--- src/rtl/cap_code_switch_sequencer.sv ---
// Capacitor-bank code sequencer: stability-filters lookup codes, applies them break-before-make.
// Latency: enable drops 1 clk after the stabilising valid; code loads DEAD_CYC later; enable returns SETTLE_CYC after that.
// Backpressure: none; strobes arriving while a sequence runs only update the candidate, which is evaluated back in IDLE.
//
// Ports:
//   clk, rst_n                : clock, asynchronous active-low reset
//   code_ser_in, code_par_in  : serial / parallel bank codes from the lookup stage
//   code_valid                : one-cycle strobe qualifying the code inputs
//   codeSer, codePar          : applied bank codes (registered)
//   enableSer, enablePar      : bank enables (registered)
//   busy                      : high while a switch sequence is in DEAD or SETTLE
//   sig_lost                  : high while measurements have stopped arriving
module cap_code_switch_sequencer #(
  parameter int unsigned STABLE_N    = 2,
  parameter int unsigned DEAD_CYC    = 20,
  parameter int unsigned SETTLE_CYC  = 40,
  parameter int unsigned TIMEOUT_CYC = 400000,
  parameter int unsigned CNT_W       = 20
) (
  input  logic       clk,
  input  logic       rst_n,
  input  logic [6:0] code_ser_in,
  input  logic [6:0] code_par_in,
  input  logic       code_valid,
  output logic [6:0] codeSer,
  output logic [6:0] codePar,
  output logic       enableSer,
  output logic       enablePar,
  output logic       busy,
  output logic       sig_lost
);

  localparam int unsigned MW = $clog2(STABLE_N + 1);

  localparam logic [MW-1:0]    STABLE_M    = MW'(STABLE_N);
  localparam logic [CNT_W-1:0] DEAD_LAST   = CNT_W'(DEAD_CYC - 1);
  localparam logic [CNT_W-1:0] SETTLE_LAST = CNT_W'(SETTLE_CYC - 1);
  localparam logic [CNT_W-1:0] TIMEOUT_W   = CNT_W'(TIMEOUT_CYC);

  typedef enum logic [1:0] {IDLE, DEAD, SETTLE} state_t;

  state_t           state_q;
  logic [CNT_W-1:0] cnt_q;
  logic [CNT_W-1:0] wd_q, wd_d;
  logic [13:0]      cand_q, cand_d;
  logic [MW-1:0]    match_q, match_d;
  logic [13:0]      tgt_q;
  logic [6:0]       code_ser_q, code_par_q;
  logic             en_ser_q, en_par_q;
  logic             busy_q, sig_lost_q;

  logic [13:0]      in_pair;
  logic             timeout;
  logic             launch;

  // Stability filter, watchdog and launch decision.
  always_comb begin
    in_pair = {code_ser_in, code_par_in};
    cand_d  = cand_q;
    match_d = match_q;
    if (code_valid) begin
      if (in_pair == cand_q) begin
        if (match_q != STABLE_M) match_d = match_q + MW'(1);
      end else begin
        cand_d  = in_pair;
        match_d = MW'(1);
      end
    end

    // A strobe in the terminal watchdog cycle cancels the timeout.
    timeout = (wd_q == TIMEOUT_W) && !code_valid;
    if (code_valid)             wd_d = '0;
    else if (wd_q == TIMEOUT_W) wd_d = wd_q;
    else                        wd_d = wd_q + CNT_W'(1);

    if (timeout) match_d = '0;

    // Disabled banks (after reset or signal loss) force a full sequence even for unchanged codes.
    launch = (state_q == IDLE) && (match_q == STABLE_M) &&
             ((cand_q != {code_ser_q, code_par_q}) || !en_ser_q || !en_par_q);
  end

  always_ff @(posedge clk or negedge rst_n) begin
    if (!rst_n) begin
      state_q    <= IDLE;
      cnt_q      <= '0;
      wd_q       <= '0;
      cand_q     <= '0;
      match_q    <= '0;
      tgt_q      <= '0;
      code_ser_q <= '0;
      code_par_q <= '0;
      en_ser_q   <= 1'b0;
      en_par_q   <= 1'b0;
      busy_q     <= 1'b0;
      sig_lost_q <= 1'b1;
    end else begin
      cand_q  <= cand_d;
      match_q <= match_d;
      wd_q    <= wd_d;
      if (code_valid) sig_lost_q <= 1'b0;

      // Timeout overrides any terminal count landing in the same cycle.
      if (timeout) begin
        sig_lost_q <= 1'b1;
        en_ser_q   <= 1'b0;
        en_par_q   <= 1'b0;
        busy_q     <= 1'b0;
        cnt_q      <= '0;
        state_q    <= IDLE;
      end else begin
        case (state_q)
          IDLE: begin
            if (launch) begin
              tgt_q <= cand_q;
              // Only a bank whose code moves is blanked; the other stays live.
              if ((cand_q[13:7] != code_ser_q) || sig_lost_q) en_ser_q <= 1'b0;
              if ((cand_q[6:0]  != code_par_q) || sig_lost_q) en_par_q <= 1'b0;
              busy_q  <= 1'b1;
              cnt_q   <= '0;
              state_q <= DEAD;
            end
          end
          DEAD: begin
            if (cnt_q == DEAD_LAST) begin
              code_ser_q <= tgt_q[13:7];
              code_par_q <= tgt_q[6:0];
              cnt_q      <= '0;
              state_q    <= SETTLE;
            end else begin
              cnt_q <= cnt_q + CNT_W'(1);
            end
          end
          SETTLE: begin
            if (cnt_q == SETTLE_LAST) begin
              en_ser_q <= 1'b1;
              en_par_q <= 1'b1;
              busy_q   <= 1'b0;
              cnt_q    <= '0;
              state_q  <= IDLE;
            end else begin
              cnt_q <= cnt_q + CNT_W'(1);
            end
          end
          default: state_q <= IDLE;
        endcase
      end
    end
  end

  assign codeSer   = code_ser_q;
  assign codePar   = code_par_q;
  assign enableSer = en_ser_q;
  assign enablePar = en_par_q;
  assign busy      = busy_q;
  assign sig_lost  = sig_lost_q;

endmodule

--- config.mk ---
export PLATFORM = sky130hd
export DESIGN_NAME = cap_code_switch_sequencer
export DESIGN_NICKNAME = d
export VERILOG_FILES = /design/src/rtl/cap_code_switch_sequencer.sv
export SDC_FILE = /design/constraint.sdc
export NUM_CORES = 1
export LEC_CHECK = 0
export BUFFER_PORTS_ARGS = -buffer_cell sky130_fd_sc_hd__buf_2
export CORE_MARGIN = 4
export CORE_UTILIZATION = 40
export DETAILED_ROUTE_END_ITERATION = 6
export GPL_TIMING_DRIVEN = 0
export PLACE_DENSITY_LB_ADDON = 0.15
export RECOVER_POWER = 25
export SKIP_CTS_REPAIR_TIMING = 1
export SYNTH_ARGS = -nofsm -noshare
export SYNTH_HDL_FRONTEND = slang
export SYNTH_SLANG_ARGS = --single-unit
--- constraint.sdc ---
create_clock -name clk -period 6.4 [get_ports clk]
set_input_delay 0.32 -clock clk [delete_from_list [all_inputs] [get_ports clk]]
set_output_delay 0.32 -clock clk [all_outputs]
set_load 0.02 [all_outputs]
==> results of run 1 <==
==> kinds of logic (layout without fill, tap and decap cells) <==
family / Yosys count / in the layout / synth area share
mux: 46 / 46 / 0.111
flops: 90 / 90 / 0.486
xor+xnor: 44 / 44 / 0.0831
compound gates: 46 / 46 / 0.0791
buf+inv: 26 / 77 / 0.0291
simple gates: 164 / 164 / 0.189
fa+ha+maj: 8 / 8 / 0.0216
==> state kept, by name, indices dropped and copies added (netlist names), 2 cells and up <==
register	flops
codeSer	7
cnt_q	20
wd_q	20
codePar	7
state_q	2
tgt_q	14
cand_q	14
match_q	2
==> final cells by class <==
| type | count | area [sq um] |
|---|---|---|
| clock inverter | 5 | 63.8 |
| inverter | 12 | 45.0 |
| clock buffer | 10 | 229 |
| tap | 143 | 179 |
| fill | 1080 | 6060 |
| sequential | 90 | 2250 |
| multi-input combinational | 308 | 2250 |
| buffer | 14 | 90.1 |
| timing repair buffer | 36 | 203 |
==> per-layer routing <==
metal	track usage	up-vias
li1	-	1634
met1	0.216	1607
met2	0.252	54
met3	0.0329	12
met4	0.0665	0
met5	0	-
==> synth_stat cells, types with 3 or more instances <==
master,n,area (sq um)
a21oi_1,8,40.0
a221o_1,15,150
a22o_1,3,26.3
and3_1,17,106
and4_1,3,26.3
buf_2,3,15.0
buf_6,4,45.0
clkbuf_1,5,18.8
dfrtp_1,89,2230
ha_1,8,100
inv_1,12,45.0
mux2_1,22,248
mux2_2,23,259
nand2_1,26,97.6
nand3_1,24,120
nand3b_1,4,30.0
nand4_1,11,68.8
nand4bb_1,3,33.8
nor2_1,43,161
nor3_1,5,25.0
nor4_1,8,50.1
o21ai_0,6,30.0
or3_1,4,25.0
xnor2_1,19,166
xor2_1,25,219
==> critical path, delay by kind of cell (launching register included) <==
family / cells / cell delay, ns
simple gates: 4 / 1.12
mux: 1 / 0.36
buf+inv: 3 / 0.69
fa+ha+maj: 1 / 0.16
flops: 1 / 0.42
==> power by group <==
| part | switching [mW] | internal (mW) |
|---|---|---|
| logic | 0.179 | 0.122 |
| registers | 0.0290 | 0.595 |
| clock network | 0.230 | 0.304 |
| total | 0.437 | 1.02 |
==> through the flow <==
step | worst slack [ns] | cells | util | area [sq um]
2_1_floorplan | 4.00 | 424 | - | 4640
3_3_place_gp | 3.53 | 601 | 0.438 | 4980
3_5_place_dp | 3.51 | 602 | 0.441 | 5010
4_1_cts | 3.51 | 617 | 0.467 | 5310
5_1_grt | 3.32 | 618 | 0.467 | 5310
6_report | 3.52 | 618 | 0.467 | 5310
==> path summary, 6_finish.rpt <==
| check | start | to | slack (ns) | cells after the start |
|---|---|---|---|---|
| setup / recovery | wd_q[0] | codeSer[1] | 3.52 | 9 |
| hold / removal | code_par_in[5] | cand_q[5] | 0.23 | 2 |
| setup reg to reg | wd_q[0] | codeSer[1] | 3.52 | 9 |
| hold reg to reg | tgt_q[11] | codeSer[4] | 0.48 | 1 |
| max in group asynchronous | rst_n | codePar[6] | 4.04 | 2 |
| min in group asynchronous | rst_n | cnt_q[9] | 1.14 | 2 |
==> out/metrics.cfg, run 1 <==
[setup_path]
worst_ep_arrival_time_ns=3.11
start_kind=register
crit_chain=inv_1 > ha_1 > nand4b_1 > nor4_1 > and3b_1 > or4b_1 > clkbuf_1 > buf_2 > mux2_1
slowest_delay_ns=0.55
path_max_fanout=10
cp_slowest_cell=nor4_1
cp-end-kind=register
crit_type=register to register
cp_data_required_time_ns=6.63

[synth]
synth_area_per_cell_sq_um=10.9
ys_seq_area_frac=0.486
synth.distinct_cells=52
synthesis.nets=449
synthFlopType=dfrtp_1
syn_area_sq_um=4640
async_flop_share=1.00
synth_edf_count=0
synth_seq_cells=90
netlist_instances=424
yosysWarnings=0

[final_layout]
nets=496
drive_gt1_frac=0.177
final_cell_mix=dfrtp_1, nor2_1, buf_2
layout_commonest_cell=dfrtp_1
antenna_cells=0
area_delta_synth_final_pct=14.5

[power]
vdd_drop_max_mv=0.132
p_leak_nw=2.49
cellPowerDensity_nw_per_um2=275
total_power_mw=1.46

[placed_design]
routabilityCongestion=0.789
io_buffers=34
dp_hpwl_microns=6890

[clock_tree]
clock_latency_ns=0.34
cts-buffers-inserted=9
cts-htree-levels=3
cts.sinks=90
clockRootBuffer=clkbuf_16
tritoncts=done
clock_path_buffers=2
cts.clk_slew.worst_paths_ns=0.07

[timing]
slew_headroom=-0.423
max_freq_mhz=347
maxSlewViolCount=37
fin_crit_ns=2.88
finalHoldViolCount=0
min_period_over_period=0.450
setup_violations=0
grt_setup_unrepaired=no
skew_ns=0.00767
setup_tns_ns=0
holdWs_ns=0.233
worst_pin_slew_ns=2.13

[global_routing]
grt_pass1_wl_microns=16900
grtUsageTotal=0.160
antenna_found_initial=0
grt_pass1_vias=3388
grt_max_degree=55
grt_overflow=0

[drt]
antenna_left=0
drtIter0Drc=103
top_layer_used=met4
wl_met3_microns=341
vias=3307
vias_per_cell=5.35
dr.pass1.iters=4
drt_wl_total_microns=9690
remaining_drc_errors=0
wl_met2_microns=4400
wl_met1_microns=4800
wl_per_cell_microns=15.7

[die]
row_count=39
io_pins=35
die_y_microns=116
dieArea_sq_um=13400
die_x_microns=116
start_util=0.408
core_area_sq_um=11400

[status]
status=finished, violations left
violations=max-capacitance violations, max-slew violations

[hold_path]
hold_class=primary input to register

[job]
drv_cap=1

(Power assumes the default switching activity.)
==> run 2, diff against run 1 <==
clock period = 2.7 ns   (was 6.4 ns; I/O delays follow)
==> out/metrics.cfg, run 2 (synthesized netlist as in run 1, its figures left out) <==
[timing]
fin_crit_ns=2.59  ; -0.286 ns
min_period_over_period=0.961  ; +0.511
setup_violations=0  ; unchanged
finalHoldViolCount=0  ; unchanged
max_freq_mhz=385  ; +11%
maxSlewViolCount=38  ; +2.7%
setup_tns_ns=0  ; unchanged
slew_headroom=-0.364  ; +0.0587
worst_pin_slew_ns=2.05  ; -0.0881 ns
skew_ns=0.00607  ; -0.00161 ns

[global_routing]
grt_pass1_wl_microns=16900  ; unchanged
grt_pass1_vias=3388  ; unchanged
grtUsageTotal=0.160  ; unchanged
grt_max_degree=55  ; unchanged
grt_overflow=0  ; unchanged
antenna_found_initial=0  ; unchanged

[drt]
wl_per_cell_microns=15.6  ; -0.81%
antenna_left=0  ; unchanged
vias=3317  ; +0.30%
drtIter0Drc=82  ; -20%
drt_wl_total_microns=9690  ; about the same
remaining_drc_errors=0  ; unchanged
dr.pass1.iters=6  ; +2
vias_per_cell=5.32  ; -0.50%

[status]
violations=max-capacitance violations, max-slew violations
status=finished, violations left

[setup_path]
cp_slowest_cell=or4bb_1
worst_ep_arrival_time_ns=2.82  ; -0.29 ns
r2r_setup_slack_ns=0.11  ; -3.41 ns
crit_top_cell=buf_6
slowest_delay_ns=0.57  ; +0.02 ns
crit_chain=or4bb_1 > nor3_4 > and3b_1 > buf_4 > a211oi_2 > buf_6 > buf_6 > and3_1 > a221o_1
path_max_fanout=10  ; unchanged
worstPathBufferInverterCount=3  ; unchanged
cp_data_required_time_ns=2.92  ; -3.71 ns
cp-end-kind=register
start_kind=register
crit_type=register to register
critPathTopFamily=simple AND/OR/NAND/NOR gates

[final_layout]
top_regs=cnt_q: 20 flops, wd_q: 20 flops
layout.cells.non_filler=623  ; +0.81%
layout_commonest_cell=dfrtp_1
final_cell_mix=dfrtp_1, nor2_1, buf_2
fillers=1073  ; -0.65%
nets=501  ; +1.0%
area_delta_synth_final_pct=16.0
antenna_cells=0  ; unchanged
drive_gt1_frac=0.196  ; +0.0190

[die]
row_count=39  ; unchanged
die_x_microns=116  ; unchanged
io_pins=35  ; unchanged
dieArea_sq_um=13400  ; unchanged
start_util=0.408  ; unchanged
core_area_sq_um=11400  ; unchanged
die_y_microns=116  ; unchanged

[clock_tree]
clock_latency_ns=0.34  ; about the same
cts-buffers-inserted=9  ; unchanged
cts-htree-levels=3  ; unchanged
cts.clk_slew.worst_paths_ns=0.07  ; about the same
clock_path_buffers=2  ; unchanged
tritoncts=done
cts.sinks=90  ; unchanged
clockRootBuffer=clkbuf_16

[job]
drv_cap=1  ; unchanged

[power]
vdd_drop_max_mv=0.316  ; +140%
total_power_mw=3.47  ; +140%
p_leak_nw=2.52  ; +1.4%
cellPowerDensity_nw_per_um2=646  ; +130%

[placed_design]
io_buffers=34  ; unchanged
routabilityCongestion=0.789  ; unchanged
dp.cells=602  ; unchanged
dp_hpwl_microns=6890  ; unchanged

[hold_path]
hold_class=primary input to register

[run 2: changes by cell type in the layout (fill, tap and decap cells not counted), sizes merged]
| cell | before | now |
|---|---|---|
| buf | 40 | 45 |
[run 2: worst paths after layout]
check,startpoint,cells after the start,end
max,wd_q[6],9,cnt_q[17]
min,code_par_in[5],2,cand_q[5]
max reg2reg,wd_q[6],9,cnt_q[17]
min reg2reg,tgt_q[11],1,codeSer[4]
max in group asynchronous,rst_n,3,sig_lost
min in group asynchronous,rst_n,2,cnt_q[9]
[run 2: where the power goes]
part	leakage [nW]	total, mW	internal (mW)	switching (mW)
logic	1.18	0.729	0.300	0.430
registers	1.20	1.48	1.41	0.0690
clock network	0.140	1.26	0.721	0.541
total	2.52	3.47	2.43	1.04
[run 2: through the flow]
stage | instance area, sq um | utilization | hold slack (ns) | worst slack (ns)
floorplan | 4640 | - | -0.161 | 0.304
global placement | 4980 | 0.438 | 0.396 | -0.169
detailed placement | 5010 | 0.441 | 0.146 | -0.190
CTS | 5310 | 0.467 | -0.225 | -0.193
global route | 5380 | 0.473 | 0.0440 | -0.00447
finish | 5380 | 0.473 | 0.0469 | 0.106
[run 2: worst register-to-register path: stages, from the launching register on]
cell and delay (ns):
dfrtp_1 0.41, or4bb_1 0.57, nor3_4 0.26, and3b_1 0.24
buf_4 0.20, a211oi_2 0.07, buf_6 0.16, buf_6 0.14
and3_1 0.16, a221o_1 0.27
[run 2: routing by layer]
metal  share of wire  wire length, microns  GRT usage  up-vias
met5               0                     0          0        -
met4           0.017                   164     0.0665        0
met3           0.032                   312     0.0329       12
met2            0.46                  4430      0.252       39
met1            0.49                  4780      0.216     1622
li1                -                     -          -     1644
[run 2: area by class of cell]
| type | count | area (sq um) | area share |
|---|---|---|---|
| inverter | 12 | 45.0 | 0.00838 |
| timing repair buffer | 42 | 233 | 0.0433 |
| sequential | 90 | 2250 | 0.419 |
| clock buffer | 10 | 229 | 0.0426 |
| clock inverter | 5 | 63.8 | 0.0119 |
| tap | 143 | 179 | 0.0333 |
| multi-input combinational | 308 | 2280 | 0.425 |
| buffer | 13 | 91.3 | 0.0170 |
